`src/rtl/branch_pkg.sv`:
```
// Shared branch types: funct3 codes, BHT counter type and counter constants.
package branch_pkg;

  typedef enum logic [2:0] {
    BEQ  = 3'b000,
    BNE  = 3'b001,
    BLT  = 3'b100,
    BGE  = 3'b101,
    BLTU = 3'b110,
    BGEU = 3'b111
  } br_funct3_e;

  typedef logic [1:0] bht_ctr_t;

  localparam bht_ctr_t BHT_RESET     = 2'b01;
  localparam bht_ctr_t BHT_STRONG_T  = 2'b11;
  localparam bht_ctr_t BHT_STRONG_NT = 2'b00;

  function automatic bht_ctr_t bht_next(input bht_ctr_t ctr, input logic taken);
    if (taken)
      return (ctr == BHT_STRONG_T) ? ctr : bht_ctr_t'(ctr + 2'd1);
    else
      return (ctr == BHT_STRONG_NT) ? ctr : bht_ctr_t'(ctr - 2'd1);
  endfunction

endpackage

```
`src/rtl/branch_cond_dec.sv`:
```
// Combinational RV32I branch condition decode: funct3 + comparator flags -> taken/illegal.
module branch_cond_dec
  import branch_pkg::*;
(
  input  logic [2:0] funct3,
  input  logic       eq,
  input  logic       lt,
  input  logic       ltu,
  output logic       taken,
  output logic       illegal
);

  always_comb begin
    taken   = 1'b0;
    illegal = 1'b0;
    case (funct3)
      BEQ:     taken = eq;
      BNE:     taken = !eq;
      BLT:     taken = lt;
      BGE:     taken = !lt;
      BLTU:    taken = ltu;
      BGEU:    taken = !ltu;
      default: illegal = 1'b1;
    endcase
  end

endmodule

```
`src/rtl/branch_predictor_bht.sv`:
```
// Direct-mapped 2-bit BHT predictor with branch resolve and mispredict statistics.
// Define BHT_BYPASS_EN to forward a same-cycle, same-index update to the predict read.
module branch_predictor_bht
  import branch_pkg::*;
#(
  parameter int unsigned XLEN     = 32,
  parameter int unsigned IDX_BITS = 5,
  parameter int unsigned CNT_W    = 16
) (
  input  logic             clk,
  input  logic             rst_n,
  input  logic             pred_valid_i,
  input  logic [XLEN-1:0]  pred_pc_i,
  output logic             pred_valid_o,
  output logic             pred_taken_o,
  input  logic             res_valid_i,
  input  logic [XLEN-1:0]  res_pc_i,
  input  logic [2:0]       res_funct3_i,
  input  logic             res_eq_i,
  input  logic             res_lt_i,
  input  logic             res_ltu_i,
  input  logic             res_pred_i,
  output logic             res_taken_o,
  output logic             mispredict_o,
  output logic             illegal_o,
  output logic [CNT_W-1:0] mispred_cnt_o
);

  localparam int unsigned DEPTH = 2**IDX_BITS;

  bht_ctr_t bht [DEPTH];

  logic [IDX_BITS-1:0] pred_idx, res_idx;
  logic                dec_taken, dec_illegal, res_update, res_miss;
  bht_ctr_t            res_ctr_nxt, pred_ctr;
  logic                unused_pc;

  assign pred_idx  = pred_pc_i[IDX_BITS+1:2];
  assign res_idx   = res_pc_i[IDX_BITS+1:2];
  assign unused_pc = ^{pred_pc_i[XLEN-1:IDX_BITS+2], pred_pc_i[1:0],
                       res_pc_i[XLEN-1:IDX_BITS+2], res_pc_i[1:0]};

  branch_cond_dec u_dec (
    .funct3  (res_funct3_i),
    .eq      (res_eq_i),
    .lt      (res_lt_i),
    .ltu     (res_ltu_i),
    .taken   (dec_taken),
    .illegal (dec_illegal)
  );

  assign res_update  = res_valid_i && !dec_illegal;
  assign res_miss    = dec_taken != res_pred_i;
  assign res_ctr_nxt = bht_next(bht[res_idx], dec_taken);

`ifdef BHT_BYPASS_EN
  assign pred_ctr = (res_update && (pred_idx == res_idx)) ? res_ctr_nxt : bht[pred_idx];
`else
  assign pred_ctr = bht[pred_idx];
`endif

  always_ff @(posedge clk or negedge rst_n) begin
    if (!rst_n) begin
      for (int unsigned i = 0; i < DEPTH; i++) bht[i] <= BHT_RESET;
      pred_valid_o  <= 1'b0;
      pred_taken_o  <= 1'b0;
      res_taken_o   <= 1'b0;
      mispredict_o  <= 1'b0;
      illegal_o     <= 1'b0;
      mispred_cnt_o <= '0;
    end else begin
      pred_valid_o <= pred_valid_i;
      if (pred_valid_i) pred_taken_o <= pred_ctr[1];
      mispredict_o <= 1'b0;
      illegal_o    <= res_valid_i && dec_illegal;
      if (res_update) begin
        bht[res_idx] <= res_ctr_nxt;
        res_taken_o  <= dec_taken;
        mispredict_o <= res_miss;
        if (res_miss && (mispred_cnt_o != '1))
          mispred_cnt_o <= mispred_cnt_o + CNT_W'(1);
      end
    end
  end

endmodule
```
`config.mk`:
```
export PLATFORM = sky130hd
export DESIGN_NAME = branch_predictor_bht
export DESIGN_NICKNAME = d
export VERILOG_FILES = /design/src/rtl/branch_pkg.sv /design/src/rtl/branch_cond_dec.sv /design/src/rtl/branch_predictor_bht.sv
export SDC_FILE = /design/constraint.sdc
export NUM_CORES = 1
export LEC_CHECK = 0
export CAP_MARGIN = 10
export CORE_AREA = 3 3 113 115
export CTS_CLUSTER_SIZE = 8
export DETAILED_ROUTE_END_ITERATION = 8
export DIE_AREA = 0 0 116 118
export PLACE_DENSITY = 0.7
export SETUP_SLACK_MARGIN = 0.05
export SLEW_MARGIN = 20
export SYNTH_ARGS = -nofsm -noshare
export SYNTH_HDL_FRONTEND = slang
export SYNTH_SLANG_ARGS = --single-unit
export TNS_END_PERCENT = 5
```
`constraint.sdc`:
```
create_clock -name clk -period 6 [get_ports clk]
set_input_delay 1.2 -clock clk [delete_from_list [all_inputs] [get_ports clk]]
set_output_delay 1.2 -clock clk [all_outputs]
set_load 0.02 [all_outputs]
```
==> qor.yml, run 1 <==
clock_network:
  number_of_buffers_created_by_cts: 9
  htreeDepth: 3
  clockRootBuffer: "sky130_fd_sc_hd__clkbuf_16"
  numClockSinks: 85
  clkLatencyLatePin_ps: 340
  clk_slew_on_worst_s_h_paths_ps: 70
  tritoncts: "built"
  cts_hold_buffers: 0
  cts_setup_buffers: 0
  clock_path_buffers: 2
  cts-resized-gates: 0
yosys:
  synth_cells: 406
  mapped_area_sq_um: 4500
  synth_area_per_cell_sq_um: 11.1
  synth_seq_area_share: 0.481
  number_of_synthesized_flops_with_an_enable_pin: 0
  ys_seq_elements: 85
  yosysWarningCount: 0
  synthDominantCellAreaShare: 0.295
  synth.top_cells.by_count: "sky130_fd_sc_hd__nand2_1, sky130_fd_sc_hd__dfrtp_1, sky130_fd_sc_hd__mux2i_1"
  yosysMostFrequentCell: "sky130_fd_sc_hd__nand2_1"
  synth.area.top_cells: "sky130_fd_sc_hd__dfrtp_1, sky130_fd_sc_hd__dfstp_2, sky130_fd_sc_hd__mux2i_1, sky130_fd_sc_hd__mux2_2, sky130_fd_sc_hd__nand2_1"
  netlist-cell-type-count: 39
  synth_fp_nets: 482
  postSynth.topFlopCell: "sky130_fd_sc_hd__dfrtp_1"
  synth_largest_area_cell: "sky130_fd_sc_hd__dfrtp_1"
  synth_async_sr_flop_share: 1.00
floorplanning:
  top_level_ports: 96
  horizontal_die_dimension_microns: 116
  die_h_microns: 118
  core_region_area_sq_um: 11900
  initial_core_util: 0.378
  placement_rows: 40
  fp.dieArea_sq_um: 13700
critical_path:
  crit_type: "in2reg"
  crit_buf_inv: 1
  ff2ff_path_depth: 7
  start_kind: "input port"
  crit-reg2reg-launch: "bht[42]"
  path_cells: "clkdlybuf4s50_1 -> nand2b_1 -> o32ai_1 -> nor4_1 -> a21oi_1 -> or3_1 -> maj3_2 -> mux2_2"
  critical_path.max_stage_delay_ps: 780
  endpoint_kind: "flip-flop"
  flop2flop_setup_slack_ps: 3470
  cpLargestDelayFamily: "simple AND/OR/NAND/NOR gates"
  reg2reg_to: "bht[39]"
  worst-endpoint-arrival_ps: 4190
  timing.critical_path.required_ps: 6210
  crit_path_max_fanout: 32
  slowest_stage: "sky130_fd_sc_hd__clkdlybuf4s50_1"
final_layout:
  antenna-diode-count: 0
  flow.area_growth_from_synthesis_pct: 16.9
  nNetsFinal: 514
  nFillCells: 1121
  share_of_post_route_cells_with_drive_strength_above_1: 0.233
  post_layout_nonfiller_instances: 590
global_route:
  globalRouteOverflowTotal: 0
  first_global_vias: 3374
  first_pass_grt_wire_length_mm: 17.0
  antenna_found_initial: 0
  grt_use_total: 0.157
  grt_start_max_net_pins: 86
timing:
  setup_tns_ps: 0
  setup_repair_after_global_routing_missed_its_margin: "false"
  finalHoldViolCount: 0
  timing.slew.headroom: 0.444
  report.final.slew_viol_count: 0
  worst-slew-pin-transition_ps: 833
  final.setup_skew_ps: 9.09
  final.period_utilization: 0.662
  min_period_ps: 3970
  fmax_mhz: 252
  report.final.setup_viol: 0
route:
  drcViolationCount: 0
  ant_nets: 0
  routedWlPerCell_microns: 17.1
  wirelength_met1_mm: 4.31
  detailedRoute.firstPassIterationCount: 4
  routed_wirelength_mm: 10.1
  drt-vias-per-instance: 5.35
  route.met2.wl_mm: 4.95
  detailroute.via_count: 3158
  routed.top_layer: "met4"
  drt-initial-drc-count: 207
  wl_met3_microns: 494
placed_design:
  place.detailed.hpwl_mm: 7.10
  gp_routability_congestion: 0.882
  dpl.cell_count: 574
  portBuffers: 41
status:
  run_status: "finished, final reports clean"
pwr:
  p_leak_nw: 2.24
  power_dens_cells_nw_per_um2: 297
  switching_power_as_a_share_of_total_power: 0.283
  p_int_mw: 1.12
  power.share.sequential: 0.469
  switching_power_mw: 0.443
  p_comb_frac: 0.193
  clock_power_share: 0.338
  max-vdd-ir-drop_mv: 0.181
  report.power.total_mw: 1.56
flow_run:
  drv_cap: 0
min_path:
  min_delay_path_depth: 2
  hold_path_end: "bht[58]"
  worstHoldPathType: "reg2reg"
  hold_start: "bht[58]"
[worst max-delay path by stage]
stage          slack [ps]   startpoint  cells after the start  endpoint
4_1_cts              2040  res_pc_i[4]                      7   bht[42]
2_1_floorplan        2820  res_pc_i[3]                      9   bht[13]
3_3_place_gp         1760  res_pc_i[3]                      9   bht[43]
3_5_place_dp         1710  res_pc_i[4]                      7   bht[42]
6_report             2030  res_pc_i[5]                      8   bht[39]
5_1_grt              1820  res_pc_i[4]                      8   bht[10]
[power groups by stage]
stage / combinational [mW] / clock, mW / sequential [mW]
6_report: 0.302 / 0.528 / 0.733
5_1_grt: 0.334 / 0.562 / 0.745
3_3_place_gp: 0.296 / 0 / 0.735
3_5_place_dp: 0.305 / 0 / 0.741
2_1_floorplan: 0.172 / 0 / 0.751
4_1_cts: 0.307 / 0.537 / 0.734
[metal layers]
layer / up-vias / global-route usage
met5: - / 0
li1: 1514 / -
met3: 22 / 0.0350
met1: 1544 / 0.209
met2: 78 / 0.247
met4: 0 / 0.0595
[sequential cells by signal (all words and copies together), names as in the netlist]
| register | flops |
|---|---|
| illegal_o | 1 |
| pred_taken_o | 1 |
| res_taken_o | 1 |
| mispred_cnt_o | 16 |
| pred_valid_o | 1 |
| mispredict_o | 1 |
| bht | 64 |
[placed cells by master, fill, tap and decap left out, types with 3 or more instances in the layout]
master,synthesis,layout
sky130_fd_sc_hd__inv_1,10,10
sky130_fd_sc_hd__nand4_1,3,3
sky130_fd_sc_hd__and4_1,5,5
sky130_fd_sc_hd__dfstp_2,32,32
sky130_fd_sc_hd__clkbuf_16,0,9
sky130_fd_sc_hd__o21ai_0,25,25
sky130_fd_sc_hd__nor4_1,3,3
sky130_fd_sc_hd__a21oi_1,3,3
sky130_fd_sc_hd__mux2_2,35,35
sky130_fd_sc_hd__nand2b_1,3,3
sky130_fd_sc_hd__and3_1,3,3
sky130_fd_sc_hd__nand3_1,9,9
sky130_fd_sc_hd__or3b_2,3,3
sky130_fd_sc_hd__o22ai_1,12,12
sky130_fd_sc_hd__nor2_1,9,9
sky130_fd_sc_hd__nor3_1,7,7
sky130_fd_sc_hd__dfrtp_1,53,53
sky130_fd_sc_hd__and2_1,3,3
sky130_fd_sc_hd__mux4_2,10,10
sky130_fd_sc_hd__nor3b_1,4,4
sky130_fd_sc_hd__o21ai_1,3,3
sky130_fd_sc_hd__buf_4,2,3
sky130_fd_sc_hd__xnor2_1,16,16
sky130_fd_sc_hd__nand3b_1,5,5
sky130_fd_sc_hd__nand2_1,71,71
sky130_fd_sc_hd__clkdlybuf4s50_1,0,39
sky130_fd_sc_hd__mux2i_1,41,41
[metrics by stage]
step | hold WS (ps) | setup slack (ps) | cell area, sq um | util
floorplan | 443 | 2820 | 4500 | -
global placement | 449 | 1760 | 4970 | 0.417
detailed placement | 459 | 1710 | 4970 | 0.417
CTS | 468 | 2040 | 5260 | 0.441
global route | 504 | 1820 | 5260 | 0.442
finish | 465 | 2030 | 5260 | 0.442
[worst min-delay path, stage by stage, from the launching register on]
cell and delay (ps):
sky130_fd_sc_hd__dfstp_2 370, sky130_fd_sc_hd__nand2_1 40, sky130_fd_sc_hd__o21ai_1 50
[kinds of logic (layout without fill, tap and decap cells)]
kind of cell	count (synthesis)	after routing	synth area share
xor+xnor	19	19	0.0403
simple gates	133	133	0.143
flops	85	85	0.481
fa+ha+maj	3	3	0.00778
buf+inv	33	70	0.0400
compound gates	47	47	0.0584
mux	86	86	0.229
[final cells by class]
cell class / count / area (sq um) / share of cell area
repair buffers: 44 / 429 / 0.0816
clock inverters: 4 / 32.5 / 0.00618
multi-input cells: 288 / 2150 / 0.410
flip-flops and latches: 85 / 2170 / 0.412
well taps: 147 / 184 / 0.0350
clock buffers: 12 / 256 / 0.0488
inverters: 10 / 37.5 / 0.00713
(Power assumes the default switching activity.)
==> run 2: changes to the inputs <==
--- a/config.mk
+++ b/config.mk
@@ -10,7 +10,7 @@
 export CTS_CLUSTER_SIZE = 8
 export DETAILED_ROUTE_END_ITERATION = 8
 export DIE_AREA = 0 0 116 118
-export PLACE_DENSITY = 0.7
+export PLACE_DENSITY = 0.72
 export SETUP_SLACK_MARGIN = 0.05
 export SLEW_MARGIN = 20
 export SYNTH_ARGS = -nofsm -noshare
==> constraint.sdc (replaced) <==
create_clock -name clk -period 3.2 [get_ports clk]
set_input_delay 0.64 -clock clk [delete_from_list [all_inputs] [get_ports clk]]
set_output_delay 0.64 -clock clk [all_outputs]
set_load 0.02 [all_outputs]
==> run 2 against run 1 <==
  * Die area did not move
  * Power up 91%
  * Non-clock buffer count is 25 higher
  * Sequential cell count is the same
  * Utilization rose by 2.0 points
  * Critical endpoint is now bht[32]
  * Sequential power rose by 87%
==> qor.yml, run 2 (synthesized netlist as in run 1, its figures left out) <==
timing:
  final.period_utilization: 0.919
  report.final.setup_viol: 0
  fmax_mhz: 340
  worst-slew-pin-transition_ps: 761
  setup_tns_ps: 0
  fin_ws_ps: 260
  finalHoldViolCount: 0
  report.final.slew_viol_count: 0
  setup_repair_after_global_routing_missed_its_margin: "false"
  worst_hold_slack_ps: 359
  timing.slew.headroom: 0.492
  min_period_ps: 2940
  final.setup_skew_ps: 7.62
critical_path:
  path_cells: "clkdlybuf4s50_1 -> buf_12 -> nand3b_1 -> o32ai_1 -> nor4_1 -> a21oi_1 -> or3_1 -> buf_4 -> maj3_2 -> buf_4 -> o21ai_0"
  reg2reg_to: "bht[32]"
  cpLargestDelayFamily: "buffers and inverters"
  ff2ff_path_depth: 9
  cpMostUsedCell: "sky130_fd_sc_hd__buf_4"
  timing.critical_path.required_ps: 3450
  slowest_stage: "sky130_fd_sc_hd__clkdlybuf4s50_1"
  crit_path_max_fanout: 22
  endpoint_kind: "flip-flop"
  critical_path.max_stage_delay_ps: 440
  worst-endpoint-arrival_ps: 3200
  crit-reg2reg-launch: "bht[42]"
  crit_type: "in2reg"
  flop2flop_setup_slack_ps: 720
  crit_buf_inv: 4
  start_kind: "input port"
pwr:
  report.power.total_mw: 2.99
  p_leak_nw: 2.40
  power_dens_cells_nw_per_um2: 544
  p_comb_frac: 0.202
  switching_power_as_a_share_of_total_power: 0.276
  power.share.sequential: 0.460
  max-vdd-ir-drop_mv: 0.421
  p_int_mw: 2.16
  switching_power_mw: 0.826
  clock_power_share: 0.339
final_layout:
  most_common_cell_after_layout_fill_and_taps_aside: "sky130_fd_sc_hd__nand2_1"
  nNetsFinal: 539
  flow.area_growth_from_synthesis_pct: 22.2
  largest_reg_by_ff_count: "bht"
  nFillCells: 1101
  layout_common_cells: "sky130_fd_sc_hd__nand2_1, sky130_fd_sc_hd__dfrtp_1, sky130_fd_sc_hd__mux2i_1"
  biggestRegsByFlops: "bht (64), mispred_cnt_o (16)"
  largest_reg_flops: 64
  share_of_post_route_cells_with_drive_strength_above_1: 0.271
  area_of_the_multi_input_gates_sq_um: 2150
  antenna-diode-count: 0
  layout.area.seq_sq_um: 2170
floorplanning:
  initial_core_util: 0.378
  fp.dieArea_sq_um: 13700
  horizontal_die_dimension_microns: 116
  top_level_ports: 96
  placement_rows: 40
  die_h_microns: 118
  core_region_area_sq_um: 11900
clock_network:
  numClockSinks: 85
  htreeDepth: 3
  clk_slew_on_worst_s_h_paths_ps: 60
  cts_setup_buffers: 0
  cts_hold_buffers: 0
  clockRootBuffer: "sky130_fd_sc_hd__clkbuf_16"
  number_of_buffers_created_by_cts: 9
  tritoncts: "built"
  clkLatencyLatePin_ps: 340
  clock_path_buffers: 2
flow_run:
  drv_cap: 0
placed_design:
  gp_routability_congestion: 0.895
  place.detailed.hpwl_mm: 7.67
  placement.setup.worst_slack_ps: -173
  portBuffers: 41
route:
  drt-vias-per-instance: 5.22
  routed_wirelength_mm: 10.4
  ant_nets: 0
  detailedRoute.firstPassIterationCount: 4
  drt-initial-drc-count: 153
  drcViolationCount: 0
  routedWlPerCell_microns: 16.9
  detailroute.via_count: 3213
global_route:
  first_pass_grt_wire_length_mm: 17.1
  antenna_found_initial: 0
  first_global_vias: 3313
  grt_start_max_net_pins: 86
  grt_use_total: 0.160
  globalRouteOverflowTotal: 0
status:
  run_status: "finished, final reports clean"
min_path:
  worstHoldPathType: "in2async"
-- run 2: cell count changes in the layout (fill, tap and decap cells not counted), sizes merged --
cell / before / now
clkbuf: 12 / 11
clkinvlp: 2 / 1
clkdlybuf4s50: 39 / 37
buf: 5 / 30
clkinv: 2 / 3
dlymetal6s2s: 0 / 2
bufinv: 0 / 1
-- run 2: final cells by class --
cell class | count | area share
inverter | 10 | 0.00682
timing repair buffer | 69 | 0.122
tap | 147 | 0.0334
sequential | 85 | 0.394
multi-input combinational | 288 | 0.392
clock inverter | 5 | 0.00955
clock buffer | 11 | 0.0423
-- run 2: through the flow --
| step | std cells | cell area, sq um | utilization |
|---|---|---|---|
| 6_report | 615 | 5500 | 0.462 |
| 5_1_grt | 615 | 5500 | 0.462 |
| 4_1_cts | 615 | 5490 | 0.461 |
| 3_5_place_dp | 599 | 5210 | 0.437 |
| 3_3_place_gp | 599 | 5210 | 0.437 |
| 2_1_floorplan | 406 | 4500 | - |
-- run 2: worst max-delay path by stage --
stage               cells after the start  slack [ps]   startpoint       to
detailed placement                     11        -170  res_pc_i[5]  bht[32]
CTS                                    11         160  res_pc_i[5]  bht[32]
global route                           11         160  res_pc_i[4]  bht[32]
global placement                        9         -90  res_pc_i[5]  bht[50]
floorplan                               9         580  res_pc_i[3]  bht[31]
finish                                 11         260  res_pc_i[4]  bht[32]
-- run 2: power groups by stage --
stage                     sequential [mW]  clock [mW]  combinational [mW]
after global routing                 1.40        1.09               0.658
final                                1.37        1.01               0.603
after detailed placement             1.39           0               0.611
after floorplan                      1.41           0               0.322
after global placement               1.38           0               0.589
after CTS                            1.38        1.03               0.610
-- run 2: routing by layer --
| metal | GRT usage | share of wire | vias up |
|---|---|---|---|
| met3 | 0.0355 | 0.043 | 11 |
| met5 | 0 | 0 | - |
| met1 | 0.208 | 0.44 | 1587 |
| li1 | - | - | 1561 |
| met4 | 0.0471 | 0.016 | 0 |
| met2 | 0.267 | 0.50 | 54 |
-- run 2: repair_timing --
action	CTS	global route
gates resized for setup	0	2
endpoints found under the setup margin	0	11
endpoints found under the hold margin	0	0
